<file path="src/rtl/lsu_pkg.sv">
// Shared types, funct3 codes, fault causes and store formatting helpers
// for the load/store stage.
package lsu_pkg;

    typedef enum logic [1:0] {
        IDLE,
        REQ,
        WAIT
    } state_t;

    localparam logic [2:0] LB  = 3'd0;
    localparam logic [2:0] LH  = 3'd1;
    localparam logic [2:0] LW  = 3'd2;
    localparam logic [2:0] LBU = 3'd4;
    localparam logic [2:0] LHU = 3'd5;
    localparam logic [2:0] SB  = 3'd0;
    localparam logic [2:0] SH  = 3'd1;
    localparam logic [2:0] SW  = 3'd2;

    localparam logic [1:0] CAUSE_MISALIGN = 2'b01;
    localparam logic [1:0] CAUSE_ILLEGAL  = 2'b10;
    localparam logic [1:0] CAUSE_TIMEOUT  = 2'b11;

    function automatic logic [3:0] store_wstrb(input logic [2:0] f3, input logic [1:0] off);
        case (f3[1:0])
            2'b00:   return 4'b0001 << off;
            2'b01:   return 4'b0011 << off;
            default: return 4'b1111;
        endcase
    endfunction

    function automatic logic [31:0] store_wdata(input logic [2:0] f3, input logic [31:0] d);
        case (f3[1:0])
            2'b00:   return {4{d[7:0]}};
            2'b01:   return {2{d[15:0]}};
            default: return d;
        endcase
    endfunction

endpackage

</file>
<file path="src/rtl/lsu_stage_if.sv">
// Data-memory request/response port: single outstanding request, read data
// returned on a separate valid strobe.
interface lsu_stage_if;
    logic        req_valid;
    logic        req_ready;
    logic [31:0] addr;
    logic        we;
    logic [3:0]  wstrb;
    logic [31:0] wdata;
    logic        resp_valid;
    logic [31:0] rdata;

    modport master (
        output req_valid, addr, we, wstrb, wdata,
        input  req_ready, resp_valid, rdata
    );

    modport slave (
        input  req_valid, addr, we, wstrb, wdata,
        output req_ready, resp_valid, rdata
    );
endinterface

</file>
<file path="src/rtl/lsu_load_align.sv">
// Selects the addressed byte/halfword from a read word and sign- or
// zero-extends it according to funct3.
module lsu_load_align
    import lsu_pkg::*;
(
    input  logic [31:0] rdata,
    input  logic [1:0]  offset,
    input  logic [2:0]  funct3,
    output logic [31:0] data
);

    logic [7:0]  byte_sel;
    logic [15:0] half_sel;

    always_comb begin
        byte_sel = rdata[{offset, 3'b000} +: 8];
        half_sel = offset[1] ? rdata[31:16] : rdata[15:0];
        case (funct3)
            LB:      data = {{24{byte_sel[7]}}, byte_sel};
            LH:      data = {{16{half_sel[15]}}, half_sel};
            LBU:     data = {24'h0, byte_sel};
            LHU:     data = {16'h0, half_sel};
            default: data = rdata;
        endcase
    end

endmodule

</file>
<file path="src/rtl/lsu_stage.sv">
// Load/store stage: single-outstanding memory transaction, load alignment,
// registered writeback record and fault reporting.
module lsu_stage
    import lsu_pkg::*;
#(
    parameter int TIMEOUT = 255
) (
    input  logic              clk,
    input  logic              reset,
    input  logic              ex_valid,
    input  logic [31:0]       ex_alu_out,
    input  logic [31:0]       ex_rs2_data,
    input  logic [2:0]        ex_funct3,
    input  logic              ex_mem_read,
    input  logic              ex_mem_write,
    input  logic [4:0]        ex_rd,
    input  logic              ex_reg_write,
    output logic              lsu_stall,
    lsu_stage_if.master       dmem,
    output logic              wb_valid,
    output logic [4:0]        wb_rd,
    output logic              wb_reg_write,
    output logic [31:0]       wb_data,
    output logic              lsu_fault,
    output logic [1:0]        fault_cause,
    output logic [31:0]       fault_addr
);

    localparam int CW = $clog2(TIMEOUT + 1);

    state_t         state, state_n;
    logic [CW-1:0]  cnt, cnt_n;
    logic [31:0]    lat_addr, lat_wdata;
    logic [3:0]     lat_wstrb;
    logic           lat_we, lat_rw;
    logic [2:0]     lat_f3;
    logic [4:0]     lat_rd;

    logic           latch, wb_fire, fault_fire;
    logic [4:0]     wb_rd_n;
    logic           wb_rw_n;
    logic [31:0]    wb_data_n, fault_addr_n, load_data;
    logic [1:0]     cause_n;
    logic           f3_ok, illegal, misaligned, in_req;

    lsu_load_align u_align (
        .rdata  (dmem.rdata),
        .offset (lat_addr[1:0]),
        .funct3 (lat_f3),
        .data   (load_data)
    );

    assign in_req         = (state == REQ);
    assign lsu_stall      = (state != IDLE);
    assign dmem.req_valid = in_req;
    assign dmem.addr      = in_req ? {lat_addr[31:2], 2'b00} : '0;
    assign dmem.we        = in_req & lat_we;
    assign dmem.wstrb     = in_req ? lat_wstrb : '0;
    assign dmem.wdata     = in_req ? lat_wdata : '0;

    always_comb begin
        f3_ok = ex_mem_write ? (ex_funct3 inside {SB, SH, SW})
                             : (ex_funct3 inside {LB, LH, LW, LBU, LHU});
        illegal    = (ex_mem_read & ex_mem_write) | ~f3_ok;
        misaligned = ((ex_funct3[1:0] == 2'b01) & ex_alu_out[0]) |
                     ((ex_funct3[1:0] == 2'b10) & (ex_alu_out[1:0] != 2'b00));
    end

    always_comb begin
        state_n      = state;
        cnt_n        = cnt;
        latch        = 1'b0;
        wb_fire      = 1'b0;
        wb_rd_n      = wb_rd;
        wb_rw_n      = wb_reg_write;
        wb_data_n    = wb_data;
        fault_fire   = 1'b0;
        cause_n      = fault_cause;
        fault_addr_n = fault_addr;
        case (state)
            IDLE: begin
                if (ex_valid) begin
                    wb_rd_n = ex_rd;
                    if (!(ex_mem_read | ex_mem_write)) begin
                        wb_fire   = 1'b1;
                        wb_rw_n   = ex_reg_write;
                        wb_data_n = ex_alu_out;
                    end else if (illegal | misaligned) begin
                        wb_fire      = 1'b1;
                        wb_rw_n      = 1'b0;
                        fault_fire   = 1'b1;
                        cause_n      = illegal ? CAUSE_ILLEGAL : CAUSE_MISALIGN;
                        fault_addr_n = ex_alu_out;
                    end else begin
                        wb_rd_n = wb_rd;
                        latch   = 1'b1;
                        state_n = REQ;
                    end
                end
            end
            REQ: begin
                if (dmem.req_ready) begin
                    if (lat_we) begin
                        wb_fire = 1'b1;
                        wb_rd_n = lat_rd;
                        wb_rw_n = 1'b0;
                        state_n = IDLE;
                    end else begin
                        cnt_n   = '0;
                        state_n = WAIT;
                    end
                end
            end
            WAIT: begin
                // A response arriving on the last allowed cycle beats the timeout.
                if (dmem.resp_valid) begin
                    wb_fire   = 1'b1;
                    wb_rd_n   = lat_rd;
                    wb_rw_n   = lat_rw;
                    wb_data_n = load_data;
                    state_n   = IDLE;
                end else if (cnt == CW'(TIMEOUT - 1)) begin
                    wb_fire      = 1'b1;
                    wb_rd_n      = lat_rd;
                    wb_rw_n      = 1'b0;
                    fault_fire   = 1'b1;
                    cause_n      = CAUSE_TIMEOUT;
                    fault_addr_n = lat_addr;
                    state_n      = IDLE;
                end else begin
                    cnt_n = cnt + 1'b1;
                end
            end
            default: state_n = IDLE;
        endcase
    end

    always_ff @(posedge clk or negedge reset) begin
        if (!reset) begin
            state        <= IDLE;
            cnt          <= '0;
            lat_addr     <= '0;
            lat_wdata    <= '0;
            lat_wstrb    <= '0;
            lat_we       <= 1'b0;
            lat_rw       <= 1'b0;
            lat_f3       <= '0;
            lat_rd       <= '0;
            wb_valid     <= 1'b0;
            wb_rd        <= '0;
            wb_reg_write <= 1'b0;
            wb_data      <= '0;
            lsu_fault    <= 1'b0;
            fault_cause  <= '0;
            fault_addr   <= '0;
        end else begin
            state        <= state_n;
            cnt          <= cnt_n;
            wb_valid     <= wb_fire;
            wb_rd        <= wb_rd_n;
            wb_reg_write <= wb_rw_n;
            wb_data      <= wb_data_n;
            lsu_fault    <= fault_fire;
            fault_cause  <= cause_n;
            fault_addr   <= fault_addr_n;
            if (latch) begin
                lat_addr  <= ex_alu_out;
                lat_wdata <= store_wdata(ex_funct3, ex_rs2_data);
                lat_wstrb <= ex_mem_write ? store_wstrb(ex_funct3, ex_alu_out[1:0]) : '0;
                lat_we    <= ex_mem_write;
                lat_rw    <= ex_reg_write;
                lat_f3    <= ex_funct3;
                lat_rd    <= ex_rd;
            end
        end
    end

endmodule
</file>
<file path="src/flat_wrapper.sv">
// flat-port wrapper written by rule: the top's interface ports become plain ports
module lsu_stage_flat import lsu_pkg::*;
#(
    parameter int TIMEOUT = 255
)
  (clk, reset, ex_valid, ex_alu_out, ex_rs2_data, ex_funct3, ex_mem_read, ex_mem_write, ex_rd, ex_reg_write, lsu_stall, wb_valid, wb_rd, wb_reg_write, wb_data, lsu_fault, fault_cause, fault_addr, dmem_req_valid, dmem_addr, dmem_we, dmem_wstrb, dmem_wdata, dmem_req_ready, dmem_resp_valid, dmem_rdata);
  lsu_stage_if dmem_i ();
  input  logic clk;
  input  logic reset;
  input  logic ex_valid;
  input  logic [31:0] ex_alu_out;
  input  logic [31:0] ex_rs2_data;
  input  logic [2:0] ex_funct3;
  input  logic ex_mem_read;
  input  logic ex_mem_write;
  input  logic [4:0] ex_rd;
  input  logic ex_reg_write;
  output logic lsu_stall;
  output logic wb_valid;
  output logic [4:0] wb_rd;
  output logic wb_reg_write;
  output logic [31:0] wb_data;
  output logic lsu_fault;
  output logic [1:0] fault_cause;
  output logic [31:0] fault_addr;
  output wire logic [$bits(dmem_i.req_valid)-1:0] dmem_req_valid;
  output wire logic [$bits(dmem_i.addr)-1:0] dmem_addr;
  output wire logic [$bits(dmem_i.we)-1:0] dmem_we;
  output wire logic [$bits(dmem_i.wstrb)-1:0] dmem_wstrb;
  output wire logic [$bits(dmem_i.wdata)-1:0] dmem_wdata;
  input wire logic [$bits(dmem_i.req_ready)-1:0] dmem_req_ready;
  input wire logic [$bits(dmem_i.resp_valid)-1:0] dmem_resp_valid;
  input wire logic [$bits(dmem_i.rdata)-1:0] dmem_rdata;
  assign dmem_req_valid = dmem_i.req_valid;
  assign dmem_addr = dmem_i.addr;
  assign dmem_we = dmem_i.we;
  assign dmem_wstrb = dmem_i.wstrb;
  assign dmem_wdata = dmem_i.wdata;
  assign dmem_i.req_ready = dmem_req_ready;
  assign dmem_i.resp_valid = dmem_resp_valid;
  assign dmem_i.rdata = dmem_rdata;
  lsu_stage #(.TIMEOUT(TIMEOUT)) u_core (.clk(clk), .reset(reset), .ex_valid(ex_valid), .ex_alu_out(ex_alu_out), .ex_rs2_data(ex_rs2_data), .ex_funct3(ex_funct3), .ex_mem_read(ex_mem_read), .ex_mem_write(ex_mem_write), .ex_rd(ex_rd), .ex_reg_write(ex_reg_write), .lsu_stall(lsu_stall), .dmem(dmem_i), .wb_valid(wb_valid), .wb_rd(wb_rd), .wb_reg_write(wb_reg_write), .wb_data(wb_data), .lsu_fault(lsu_fault), .fault_cause(fault_cause), .fault_addr(fault_addr));
endmodule
</file>
<file path="config.mk">
export PLATFORM = sky130hd
export DESIGN_NAME = lsu_stage_flat
export DESIGN_NICKNAME = d
export VERILOG_FILES = /design/src/rtl/lsu_pkg.sv /design/src/rtl/lsu_stage_if.sv /design/src/rtl/lsu_load_align.sv /design/src/rtl/lsu_stage.sv /design/src/flat_wrapper.sv
export SDC_FILE = /design/constraint.sdc
export NUM_CORES = 1
export LEC_CHECK = 0
export CAP_MARGIN = 20
export CORE_ASPECT_RATIO = 1.2
export CORE_MARGIN = 3
export CORE_UTILIZATION = 43
export DETAILED_ROUTE_END_ITERATION = 6
export PLACE_DENSITY = 0.77
export SYNTH_ARGS = -nofsm -noshare
export SYNTH_HDL_FRONTEND = slang
export SYNTH_SLANG_ARGS = --single-unit
export TNS_END_PERCENT = 20
</file>
<file path="constraint.sdc">
create_clock -name clk -period 2.04 [get_ports clk]
set_input_delay 0.408 -clock clk [delete_from_list [all_inputs] [get_ports clk]]
set_output_delay 0.408 -clock clk [all_outputs]
set_load 0.005 [all_outputs]
</file>
# After elaboration in Yosys (flattened, before gate mapping)
# Index checks and enable logic that the tools add are counted.
[word_totals]
regBits = 162
inputBits = 112
output_inout_bits = 145
[classes]
add_sub_neg = 1
eq_ne = 26
shifts = 3
muxes = 71
bitwise = 9
n_reduce_logical = 16
[ops]
columns = ["cell", "count"]
rows = [
  ["32-bit two-way mux", 10],
  ["32-bit case mux with 2 select lines", 3],
  ["32-bit case mux with 4 select lines", 1],
  ["5-bit two-way mux", 7],
  ["8-bit two-way mux", 4],
  ["32-bit by 6-bit indexed part select with 8-bit output", 1],
  ["2-bit two-way mux", 13],
  ["1-bit two-way mux", 22],
  ["16-bit two-way mux", 1],
  ["2-bit inequality test (second input constant)", 8],
  ["8-bit case mux with 2 select lines", 1],
  ["5-bit case mux with 3 select lines", 1],
  ["3-bit == test (second input constant)", 4],
  ["6-bit AND reduction", 2],
  ["5-bit AND reduction", 2],
  ["8-bit by 1-bit adder with 8-bit output (second input constant)", 1],
  ["8-bit == test (second input constant)", 1],
  ["4-bit two-way mux", 2],
  ["2-bit by 1-bit inequality test with 1-bit output (second input constant)", 4],
  ["4-bit case mux with 2 select lines", 1],
  ["2-bit nonzero test", 4],
  ["3-bit by 1-bit == test with 1-bit output (second input constant)", 2],
  ["3-bit zero test", 2],
  ["1-bit case mux with 3 select lines", 2],
  ["17 further kinds", 27],
]

# Longest topological paths before layout
[logic_depth]
ltp_word = 10
depth_mapped = 10

# By module
# Synthesis repeated with hierarchy kept, for this count alone.
[hier_totals]
cells_unflattened = 991
hier_area_um2 = 8654.6
[modules_own_cells]
columns = ["mod", "n_inst", "cells_per_inst", "area_each_um2"]
rows = [
  ["lsu_stage", 1, 873, 7893.8],
  ["lsu_load_align", 1, 118, 760.7],
]

# Worst setup path before layout
# OpenSTA, ideal clock, no wires.
[synth_path]
path_kind = "register to register"
from = "reg u_core.state[1]"
to = "reg u_core.lat_addr[10]"
setup_ns = 0.117
t_arrival_ns = 1.955
setup_slack_ns = -0.032
stages_incl_launch_ff = 11
path_buffers = 3
period_less_slack_ns = 2.072
path_cell_list = "dfrtp_1 -> inv_1 -> ha_1 -> nand2_1 -> or2_1 -> or3_1 -> buf_2 -> buf_4 -> buf_6 -> nand2_1 -> nand2_1"
[synth_between]
elab_chain_cells = 2
[synth_rtl]
columns = ["element", "line_no", "source"]
rows = [
  ["start, declared", "lsu_stage.sv:31", "state_t state, state_n;"],
  ["start signal, assigned", "lsu_stage.sv:157", "state <= state_n;"],
  ["2-bit zero test", "lsu_stage.sv:80", "case (state)"],
  ["1-bit two-way mux", "lsu_stage.sv:80", ""],
  ["end signal, assigned", "lsu_stage.sv:167", "lat_addr <= ex_alu_out;"],
  ["end, declared", "lsu_stage.sv:33", "logic [31:0] lat_addr, lat_wdata;"],
]
# No other way between the ends.
# A chain may end at the register's enable or synchronous reset.

# Worst setup path in the final report
[layout_path]
from = "reg u_core.state[0]"
to = "out dmem_wdata[9]"
[layout_between]
elab_chain_cells = 2
[layout_rtl]
columns = ["element", "line_no", "source"]
rows = [
  ["2-bit by 1-bit == test with 1-bit output", "lsu_stage.sv:53", "assign in_req = (state == REQ);"],
  ["32-bit two-way mux", "lsu_stage.sv:59", "assign dmem.wdata = in_req ? lat_wdata : '0;"],
  ["end, declared", "flat_wrapper.sv:30", "output wire logic [$bits(dmem_i.wdata)-1:0] dmem_wdata;"],
]
# No other way between the ends.

==> run_results.csv <==
group,metric,value,unit
run_status,status,"finished with violations",
run_status,violations,"setup timing",
timing,fmax,475,MHz
clock_tree,cts_inserted_buffers,17,
power,p_clk_share,20.2,%
power,power.leakage,5.89,nW
placement,place_ws,-0.324,ns
finish,finalNetCount,1395,
floorplan,start_util,44.5,%
finish,nFillCells,1550,
power,power_switching,5.61,mW
synth,syn_inst,983,
finish,syn_to_final_growth,51.8,%
finish,stdcell_count,1546,
grt,grt_max_degree,68,
power,total_power,16.2,mW
placement,gp_congestion,0.956,
synth,synthArstFlopShare,100,%
floorplan,fp.dieW,134,um
floorplan,core_area,0.0191,sq mm
routing,drt-wirelength-per-cell,19.0,um
routing,vias,8315,
grt,grt_pass1_vias,8269,
routing,avgViaCountPerCell,5.38,
critical_path,cp-startpoint,"u_core.state[0]",
timing,finalCritPeriodShare,103,%
critical_path,worst-endpoint-required,1.63,ns
critical_path,max_stage_delay,0.42,ns
routing,dr.pass1.iters,7,
finish,final_cell_mix,"nand2_1 (250), clkdlybuf4s50_1 (184), dfrtp_1 (162), o21ai_0 (93)",
synth,synth-edff-count,0,
synth,synth_area,0.00852,sq mm
finish,final_common_cell,"nand2_1",
routing,drtIter0Drc,602,
flow_run,maxCapViolCount,0,
floorplan,fp-row-count,55,
critical_path,cp-end-kind,"output pin",
power,comb_power_share,45.0,%
clock_tree,path_clk_slew,0.07,ns
synth,synth_seq_cells,162,
critical_path,path_max_fanout,5,
synth,synth_cell_types,52,
timing,worstMarginPinSlew,0.782,ns
grt,grt_pass1_wl,45.1,mm
synth,ys.flop_type,"dfrtp_1",
synth,syn_area_per_cell,8.67,sq um
power,power_frac_seq,34.8,%
timing,slew_violations,0,
critical_path,worst_path_max_delay_cell,"dfrtp_1",
synth,yosys.area.top_type,"dfrtp_1",
placement,placedCellCount,1491,
grt,overflow,0,
floorplan,die_area,0.0215,sq mm
floorplan,fp.dieH,160,um
critical_path,crit_path_start_kind,"flip-flop",
clock_tree,clk_latency,0.43,ns
synth,synthTopCellsByArea,"dfrtp_1 (48%), nand2_1 (11%), o21ai_0 (6.8%)",
placement,dp_hpwl,19.8,mm
clock_tree,cts_sinks,162,
routing,ant_nets,0,
power,peakVddDrop,0.000642,V
placement,portBuffers,254,
timing,setup_viol,41,
min_path,hp-class,"flip-flop to flip-flop",
timing,final.min_clock_period,2.11,ns
clock_tree,cts_tree,"yes",
finish,drive_gt1_share,21.9,%
power,p_per_area,1250,mW/mm^2
timing,skew,0.00781,ns
synth,synth-seq-area-share,47.6,%
clock_tree,cts_buffer_depth,2,
grt,antenna_found_initial,0,
routing,drcViolationCount,0,
timing,rsz0062_at_grt,"yes",
routing,drt-total-wl,29.3,mm
timing,final_hold_viol_count,0,
synth,yosysTopAreaCellShare,47.6,%
critical_path,critPathKind,"flip-flop to output pin",
power,p_int,10.6,mW
timing,slew_headroom,47.7,%
clock_tree,clockRootBuffer,"clkbuf_16",
grt,grt_usage,26.3,%
critical_path,worstPathArrival,1.70,ns
critical_path,r2r_start,"u_core.state[0]",
power,swShare,34.7,%
timing,worst_slack,-0.0665,ns
synth,ys_warn_count,0,
finish,n_antenna_cell,0,
clock_tree,htree_levels,4,
critical_path,worstPathCellList,"ha_4 -> buf_12 -> buf_8 -> clkbuf_16 -> and2_4 -> buf_6",
floorplan,ios,257,
min_path,hp-start,"u_core.lat_wdata[0]",
timing repair:
item / CTS / global route
gates cloned: 6 / 4
pin swaps: 4 / 5
hold buffers: 1 / 0
hold endpoints to repair: 40 / 0
resized for setup: 290 / 136
endpoints found under the setup margin: 85 / 218
setup buffers: 9 / 6
layout make-up:
class,instances,area (sq um),share of cell area [%]
Tap cell,256,320,2.48
Clock inverter,13,150,1.16
Clock buffer,19,443,3.42
Sequential cell,162,4050,31.3
Multi-Input combinational cell,740,4370,33.8
Timing Repair Buffer,346,3550,27.4
Inverter,10,45.0,0.348
metrics by stage:
stage	utilization, %	instance area [sq um]	hold slack [ns]	setup TNS, ns
after CTS	65.7	12600	0.473	-3.75
after detailed placement	61.5	11800	0.380	-35.53
after global placement	61.5	11800	0.376	-29.41
after floorplan	-	8530	0.112	0
final	67.6	12900	0.470	-1.58
after global routing	67.6	12900	0.492	-8.42
worst paths after layout:
kind | to | slack, ns | cells past startpoint
worst max-delay path | dmem_wdata[9] | -0.07 | 6
worst min-delay path | u_core.lat_wdata[0] | 0.47 | 2
worst max register to register | u_core.lat_wdata[11] | -0.02 | 9
worst min register to register | u_core.lat_wdata[0] | 0.47 | 2
max in group asynchronous | u_core.lat_addr[31] | 0.91 | 3
min in group asynchronous | u_core.wb_rd[1] | 0.48 | 2
cell families after synthesis:
group | Yosys count | share of synthesized area [%]
xor gates and xnor gates | 3 | 0.309
and+or+nand+nor | 427 | 22.4
DFF | 162 | 47.6
other | 1 | 0.0440
buffers and inverters | 82 | 4.38
adders and majority gates | 6 | 0.881
muxes | 71 | 8.78
AOI/OAI and AO/OA | 231 | 15.7
power by group through the flow:
stage               Clock (mW)  Combinational [mW]  Sequential (mW)
global placement             0                6.10             5.56
global route              3.46                7.94             5.81
CTS                       3.31                6.79             5.59
floorplan                    0                2.80             5.44
detailed placement           0                6.27             5.62
finish                    3.27                7.29             5.63
sequential cells by signal, summed over array words and instances (netlist names):
| name | count |
|---|---|
| u_core.fault_addr | 32 |
| u_core.lat_addr | 32 |
| u_core.lat_wdata | 32 |
| u_core.wb_data | 32 |
| u_core.cnt | 8 |
| u_core.lat_rd | 5 |
| u_core.wb_rd | 5 |
| u_core.lat_wstrb | 4 |
| u_core.lat_f3 | 3 |
| u_core.fault_cause | 2 |
| u_core.state | 2 |
| u_core.lat_rw | 1 |
| u_core.lat_we | 1 |
| u_core.lsu_fault | 1 |
| u_core.wb_reg_write | 1 |
| u_core.wb_valid | 1 |
synth_stat cells (all sizes together), types with 3 or more instances:
| library cell | number |
|---|---|
| o21ai | 119 |
| a211oi | 4 |
| and2 | 67 |
| mux2i | 50 |
| a21oi | 57 |
| a31oi | 16 |
| nand2 | 251 |
| nor2 | 44 |
| nor2b | 13 |
| nor3 | 13 |
| o21bai | 3 |
| a21boi | 7 |
| inv | 10 |
| buf | 27 |
| ha | 6 |
| nand2b | 18 |
| clkbuf | 45 |
| mux2 | 20 |
| dfrtp | 162 |
| nand3 | 13 |
| o221ai | 7 |
worst max-delay path: cells and delay by family, from the launching register on:
family / cells / cell delay, ns
flops: 1 / 0.42
simple gates: 1 / 0.14
fa+ha+maj: 1 / 0.19
buf+inv: 4 / 0.53
metal layers:
metal | GRT usage (%) | share of wire [%] | up-vias
met4 | 8.01 | 2.7 | 0
met5 | 0 | 0 | -
met1 | 33.0 | 40 | 4048
li1 | - | - | 3893
met3 | 6.40 | 7.3 | 42
met2 | 44.9 | 50 | 332
Power figures use the tool's default switching activity.
